--- src/rtl/mult_result_accum.sv ---
// Accumulates a programmable number of 64-bit multiplier products into an ACC_W-bit sum with sticky overflow.
// Optional build macro ACC_SATURATE_EN clamps the sum to all-ones on overflow instead of wrapping.
module mult_result_accum #(
   parameter int ACC_W = 80,
   parameter int CNT_W = 8
) (
   input  logic             clk_32b,
   input  logic             resetn_32b,
   input  logic             start,
   input  logic [CNT_W-1:0] term_count,
   input  logic             in_valid,
   input  logic [63:0]      result_64b,
   output logic             in_ready,
   output logic             acc_valid,
   input  logic             acc_ready,
   output logic [ACC_W-1:0] acc_sum,
   output logic [CNT_W-1:0] acc_terms,
   output logic             overflow
);

   typedef enum logic [1:0] {IDLE, ACCUM, HOLD} state_t;

   state_t           state, state_next;
   logic [CNT_W-1:0] count_lat;
   logic [CNT_W-1:0] terms_next;
   logic [ACC_W:0]   sum_ext;
   logic [ACC_W-1:0] sum_next;
   logic             carry;
   logic             accept;
   logic             restart;
   logic             last_term;

   // start is honoured in IDLE and ACCUM only; a restart discards any product offered that cycle
   assign restart    = start && (state != HOLD);
   assign accept     = (state == ACCUM) && in_valid && !start;
   assign terms_next = acc_terms + CNT_W'(1);
   assign last_term  = accept && (terms_next == count_lat);
   assign sum_ext    = {1'b0, acc_sum} + {{(ACC_W - 63){1'b0}}, result_64b};
   assign carry      = sum_ext[ACC_W];

`ifdef ACC_SATURATE_EN
   // Once overflow is sticky the sum is pinned at all-ones until the next start
   assign sum_next = (carry || overflow) ? '1 : sum_ext[ACC_W-1:0];
`else
   assign sum_next = sum_ext[ACC_W-1:0];
`endif

   // NOTE: sequential state uses non-blocking assignments so every register samples pre-edge values.
   always_ff @(posedge clk_32b or negedge resetn_32b) begin
      if (!resetn_32b) state <= IDLE;
      else             state <= state_next;
   end

   // NOTE: state_next gets a default before the case so no path leaves it unassigned (no latch).
   always_comb begin
      state_next = state;
      case (state)
         IDLE:    if (start) state_next = (term_count == '0) ? HOLD : ACCUM;
         ACCUM: begin
            if (start)          state_next = (term_count == '0) ? HOLD : ACCUM;
            else if (last_term) state_next = HOLD;
         end
         HOLD:    if (acc_ready) state_next = IDLE;
         default: state_next = IDLE;
      endcase
   end

   always_comb begin
      in_ready  = 1'b0;
      acc_valid = 1'b0;
      case (state)
         ACCUM:   in_ready  = 1'b1;
         HOLD:    acc_valid = 1'b1;
         default: ;
      endcase
   end

   always_ff @(posedge clk_32b or negedge resetn_32b) begin
      if (!resetn_32b) begin
         acc_sum   <= '0;
         acc_terms <= '0;
         overflow  <= 1'b0;
         count_lat <= '0;
      end else if (restart) begin
         acc_sum   <= '0;
         acc_terms <= '0;
         overflow  <= 1'b0;
         count_lat <= term_count;
      end else if (accept) begin
         acc_sum   <= sum_next;
         acc_terms <= terms_next;
         overflow  <= overflow | carry;
      end
   end

endmodule

--- config.mk ---
export PLATFORM = sky130hd
export DESIGN_NAME = mult_result_accum
export DESIGN_NICKNAME = d
export VERILOG_FILES = /design/src/rtl/mult_result_accum.sv
export SDC_FILE = /design/constraint.sdc
export NUM_CORES = 1
export LEC_CHECK = 0
export CORE_MARGIN = 2
export CORE_UTILIZATION = 53
export DETAILED_ROUTE_END_ITERATION = 7
export PLACE_DENSITY = 0.87
export SYNTH_ARGS = -nofsm -noshare
export SYNTH_HDL_FRONTEND = slang
export SYNTH_SLANG_ARGS = --single-unit
--- constraint.sdc ---
create_clock -name clk_32b -period 3.3 [get_ports clk_32b]
set_input_delay 0.66 -clock clk_32b [delete_from_list [all_inputs] [get_ports clk_32b]]
set_output_delay 0.66 -clock clk_32b [all_outputs]
set_load 0.01 [all_outputs]
==> flow_metrics.tcl, run 1 <==
set metrics [dict create \
    status "finished, final reports clean" \
    p_seq_share_pct 21.9 \
    hold_path_class "primary input to asynchronous set/reset pin" \
    slew_headroom_pct 47.93 \
    viasPerCell 6.070 \
    die_h_um 128.8 \
    drc 0 \
    final_cell_mix "207 x buf_4, 165 x nand2_1, 162 x clkdlybuf4s50_1" \
    die-area_sq_um 16580 \
    hold_viol_final 0 \
    cts_buffers 9 \
    clock_power_share_pct 13.0 \
    ir_worst_vdd_mv 0.4034 \
    grt.total_usage_pct 34.22 \
    insertion_delay_ns 0.36 \
    syn_avg_cell_area_sq_um 8.034 \
    grt_max_degree 69 \
    place_area_sq_um 11480 \
    synthToLayoutAreaGrowth_pct 45.27 \
    clk_pin_slew_worst_paths_ns 0.08 \
    cts_tree "yes" \
    period_share_pct 98.23 \
    p_int_mw 4.672 \
    syn_area_sq_um 8250 \
    cts_root_buffer "clkbuf_16" \
    p_comb_share_pct 65.1 \
    synth_edf_count 0 \
    antenna-diode-count 0 \
    cp.required_ns 3.55 \
    place.gp.congestion 1.006 \
    ys.flop_type "dfrtp_1" \
    fin_area_sq_um 11990 \
    initial_core_util_pct 54.27 \
    fin_ws_ns 0.05857 \
    final_max_slew_viol_count 0 \
    crit_type "primary input to flop" \
    totalWireLength_mm 28.78 \
    critPathArrivalTime_ns 3.49 \
    seq_area_frac_synth_pct 30.03 \
    r2r_cells 14 \
    p_leak_nw 5.497 \
    clock.fmax_mhz 308.5 \
    drive_gt1_share_pct 21.06 \
    drtIter0Drc 895 \
    switching_share_pct 43.33 \
    vias 9414 \
    period_minus_slack_ns 3.241 \
    setup_violations 0 \
    row_count 45 \
    clock_sinks 99 \
    power_density_nw_per_um2 687.9 \
    grt_pass1_wl_mm 45.24 \
    ios 168 \
    fillers 1049 \
    dr.pass1.iters 5 \
    synth_cell_type_count 75 \
    core_sq_um 15200 \
    ys_ff_latch 99 \
    grt_pass1_vias 9128 \
    pre_cts_ws_ns -0.3929 \
    tns_ns 0 \
    netlist_instances 1027 \
    grt-ovfl-total 0 \
    ys.warnings.count 0 \
    async_reset_ff_share_pct 100.0 \
    fin_skew_ns 0.01056 \
    io_buffers 167 \
    drt.antenna.violating_nets 0 \
    antenna_found_initial 0 \
    worst_pin_slew_ns 0.7801 \
    drv_cap 0 \
    cts_max_level 3 \
    mostFrequentLayoutCell "buf_4" \
    end_kind "flop" \
    clock_tree.buffer_depth 2 \
    dp_hpwl_mm 21.81 \
    fp.dieW_um 128.8 \
    synth_nets 1170 \
    crit_path_start_kind "primary input" \
    power_switching_mw 3.573 \
    critical_path.max_fanout 6 \
    final_nets 1502 \
    wl_per_cell_um 18.55 \
    postCtsHoldBufs 0 \
    utilization_pct 78.84 \
]
## worst paths after layout
check / startpoint / end / slack [ns]
hold / removal: resetn_32b / acc_sum[23] / 0.30
max in group asynchronous: resetn_32b / acc_sum[62] / 2.27
setup reg to reg: acc_sum[0] / acc_sum[66] / 0.31
min in group clk_32b: count_lat[1] / count_lat[1] / 0.50
hold reg to reg: count_lat[1] / count_lat[1] / 0.50
setup / recovery: result_64b[23] / acc_sum[66] / 0.06
## cell usage after synthesis, drive strengths merged, types with 3 or more instances
| library cell | n | area (sq um) |
|---|---|---|
| and3 | 8 | 50.05 |
| nor3b | 5 | 42.54 |
| nand4 | 37 | 237.7 |
| inv | 20 | 75.07 |
| nand3 | 26 | 135.1 |
| o21ai | 121 | 609.3 |
| a211oi | 5 | 37.54 |
| nor2 | 64 | 245.2 |
| a21oi | 91 | 470.5 |
| or4b | 3 | 30.03 |
| a31oi | 9 | 62.56 |
| o211ai | 11 | 102.6 |
| o21bai | 18 | 135.1 |
| o21a | 8 | 60.06 |
| ha | 65 | 813.3 |
| nor4b | 3 | 26.28 |
| nand2 | 166 | 623.1 |
| buf | 31 | 165.2 |
| xor2 | 29 | 254.0 |
| and2 | 9 | 56.30 |
| or3 | 7 | 43.79 |
| dfrtp | 99 | 2477 |
| a22o | 3 | 26.28 |
| nor2b | 8 | 50.05 |
| o31ai | 8 | 70.06 |
| a221oi | 3 | 38.79 |
| nand2b | 5 | 31.28 |
| a21boi | 4 | 33.78 |
| xnor2 | 49 | 429.2 |
| nor4 | 6 | 43.79 |
| clkbuf | 25 | 93.84 |
| a21o | 31 | 232.7 |
| nand4b | 3 | 26.28 |
| nor3 | 18 | 116.4 |
## kinds of logic (layout without fill, tap and decap cells)
family / Yosys count / after routing / synth area share [%]
AOI/OAI and AO/OA: 333 / 333 / 25.51
and+or+nand+nor: 374 / 374 / 21.91
muxes: 1 / 1 / 0.1213
xor gates and xnor gates: 78 / 78 / 8.280
adders and majority gates: 66 / 66 / 10.10
buffers and inverters: 76 / 412 / 4.049
DFF: 99 / 99 / 30.03
## repair_timing
| item | CTS | global route |
|---|---|---|
| setup endpoints to repair | 3 | 38 |
| gates cloned | 1 | 0 |
| pin swaps | 8 | 25 |
| resized for setup | 2 | 39 |
| setup buffers | 0 | 3 |
## critical path, cell delays in order
cell	delay, ns
clkdlybuf4s50_1	0.40
ha_1	0.30
a21o_1	0.17
a21o_1	0.16
a221oi_2	0.27
o221ai_1	0.15
nor2_1	0.23
buf_4	0.17
a21oi_4	0.07
o41ai_4	0.38
buf_6	0.20
nor2_2	0.07
xnor2_1	0.18
nor2_1	0.06
## per-layer routing
layer  track usage, %  routed length (um)
met2            56.61               13800
met3            5.863                2063
met1            46.04               12290
met4            10.49                 622
met5                0                   0
## power groups by stage
stage | registers (mW) | clock network (mW) | logic, mW
finish | 1.80 | 1.07 | 5.37
global route | 1.84 | 1.14 | 5.78
CTS | 1.79 | 1.09 | 5.16
detailed placement | 1.81 | 0 | 5.10
global placement | 1.79 | 0 | 4.98
floorplan | 1.85 | 0 | 2.59
## final cells by class
cell class | instances | area [sq um] | share of cell area, %
tap | 188 | 235.2 | 1.963
timing repair buffer | 377 | 3282 | 27.38
clock buffer | 9 | 225.2 | 1.879
inverter | 20 | 75.07 | 0.6264
clock inverter | 6 | 56.30 | 0.4698
sequential | 99 | 2477 | 20.67
multi-input combinational | 852 | 5634 | 47.01
## state kept, by name, summed over array words and instances (netlist names)
signal / cells
overflow: 1
count_lat: 8
acc_sum: 80
state: 2
acc_terms: 8
## metrics by stage
| step | total power, mW | hold WS [ns] | instances |
|---|---|---|---|
| after detailed placement | 6.907 | 0.4825 | 1532 |
| after global routing | 8.756 | 0.3498 | 1551 |
| final | 8.245 | 0.3008 | 1551 |
| after floorplan | 4.439 | 0.3644 | 1027 |
| after CTS | 8.031 | 0.3134 | 1548 |
| after global placement | 6.767 | 0.4787 | 1532 |
(Power assumes the default switching activity.)
==> inputs of run 2 (changes only) <==
CORE_UTILIZATION = 66   (was 53)
DONT_BUFFER_PORTS = 1   (was default)
PLACE_DENSITY = 0.83   (was 0.87)
==> flow_metrics.tcl, run 2 (synthesized netlist as in run 1, its figures left out) <==
set metrics [dict create \
    status "finished, final reports clean" \
    fp.dieW_um 115.8 \
    clk_pin_slew_worst_paths_ns 0.08 \
    r2r_end "acc_sum[68]" \
    clock_tree.buffer_depth 2 \
    drc 0 \
    largestRegisters "acc_sum x80, acc_terms x8, count_lat x8" \
    tns_ns 0 \
    row_count 40 \
    drt.antenna.violating_nets 0 \
    regToRegStartpoint "acc_sum[2]" \
    clock_sinks 99 \
    crit_path_start_kind "flop" \
    rsz0062_at_grt "false" \
    drv_cap 0 \
    drive_gt1_share_pct 11.23 \
    core_sq_um 12110 \
    p_leak_nw 4.073 \
    period_share_pct 94.65 \
    grt-ovfl-total 0 \
    die_h_um 115.8 \
    drtIter0Drc 700 \
    viasPerCell 6.519 \
    final_max_slew_viol_count 0 \
    grt_pass1_vias 7650 \
    final_cell_mix "166 x nand2_1, 98 x dfrtp_1, 96 x o21ai_0" \
    critPathArrivalTime_ns 3.40 \
    fin_ws_ns 0.1767 \
    hold_path_class "primary input to asynchronous set/reset pin" \
    cts_max_level 3 \
    totalWireLength_mm 22.87 \
    cts_buffers 9 \
    io_buffers 0 \
    power_mw 6.599 \
    die-area_sq_um 13410 \
    critPathLaunch "acc_sum[2]" \
    end_kind "flop" \
    cp.required_ns 3.58 \
    power_density_nw_per_um2 732.5 \
    worst_pin_slew_ns 0.8883 \
    r2r_slack_ns 0.18 \
    largest_reg_flops 80 \
    fillers 937 \
    crit_type "flop to flop" \
    vias 7947 \
    grt_pass1_wl_mm 37.12 \
    antenna_found_initial 0 \
    antenna-diode-count 0 \
    initial_core_util_pct 68.12 \
    dp_hpwl_mm 17.24 \
    grt_max_degree 100 \
    wl_per_cell_um 18.76 \
    cts_tree "yes" \
    grt.total_usage_pct 34.78 \
    ios 168 \
    r2r_cells 13 \
    place.gp.congestion 0.9736 \
    utilization_pct 74.38 \
    top_register "acc_sum" \
    cts_root_buffer "clkbuf_16" \
    critical_path.max_fanout 11 \
    hold_viol_final 0 \
    ff_latch_area_sq_um 2479 \
    period_minus_slack_ns 3.123 \
    ir_worst_vdd_mv 0.4607 \
    multi_input_area_sq_um 5454 \
    final_nets 1189 \
    slew_headroom_pct 40.63 \
    synthToLayoutAreaGrowth_pct 9.190 \
    pre_cts_ws_ns 0.00003730 \
    dr.pass1.iters 5 \
    mostFrequentLayoutCell "nand2_1" \
    insertion_delay_ns 0.36 \
    setup_violations 0 \
    fin_skew_ns 0.01085 \
    clock.fmax_mhz 320.2 \
]
-- run 2: changes by cell type in the layout (fill, tap and decap cells not counted), sizes merged --
cell,change
inv,+2
clkdlybuf4s50,-162
clkinv,-1
buf,-147
dlymetal6s2s,-4
-- run 2: per-layer routing --
| layer | global-route usage, % | vias to the layer above | part of all wire [%] |
|---|---|---|---|
| met2 | 55.71 | 377 | 46 |
| li1 | - | 3759 | - |
| met5 | 0 | - | 0 |
| met1 | 45.22 | 3738 | 41 |
| met3 | 7.531 | 73 | 8.7 |
| met4 | 16.11 | 0 | 3.6 |
-- run 2: timing repair --
action                                  CTS  global route
endpoints found under the setup margin    0            15
resized for setup                         0             2
hold buffers                              1             0
setup buffers                             0             1
hold endpoints to repair                 99             0
-- run 2: worst max-delay path by stage --
stage             endpoint  cells past startpoint  slack, ns
2_1_floorplan  acc_sum[56]                     13       0.39
3_3_place_gp   acc_sum[76]                     13       0.07
3_5_place_dp   acc_sum[76]                     13    0.00004
4_1_cts        acc_sum[76]                     13       0.11
5_1_grt        acc_sum[56]                     13       0.02
6_report       acc_sum[68]                     13       0.18
-- run 2: layout make-up --
cell class / instances / share of cell area, %
clock buffer: 9 / 2.500
inverter: 20 / 0.8333
clock inverter: 7 / 0.7222
timing repair buffer: 64 / 5.556
tap: 168 / 2.333
sequential: 99 / 27.51
multi-input combinational: 852 / 60.54
-- run 2: power by group --
group	switching [mW]	leakage [nW]	internal (mW)
Combinational	2.11	2.59	1.47
Sequential	0.434	1.34	1.50
Clock	0.552	0.141	0.535
Total	3.10	4.07	3.50
-- run 2: per-stage QoR --
stage | instances | cell area, sq um | hold WS, ns
floorplan | 1027 | 8250 | 0.3644
finish | 1219 | 9009 | 0.2440
detailed placement | 1201 | 8680 | 0.3663
CTS | 1218 | 8997 | 0.2552
global placement | 1201 | 8680 | 0.3664
global route | 1219 | 9009 | 0.2864
-- run 2: critical path, stage by stage, from the launching register on --
cell and delay (ns):
dfrtp_1 0.46, ha_1 0.32, buf_4 0.15, nor2b_1 0.12
o21a_1 0.19, o32a_1 0.20, a31o_1 0.21, o211ai_2 0.30
a21oi_2 0.14, o41ai_2 0.32, buf_4 0.25, nor2_2 0.08
nand3_2 0.08, mux2i_1 0.21
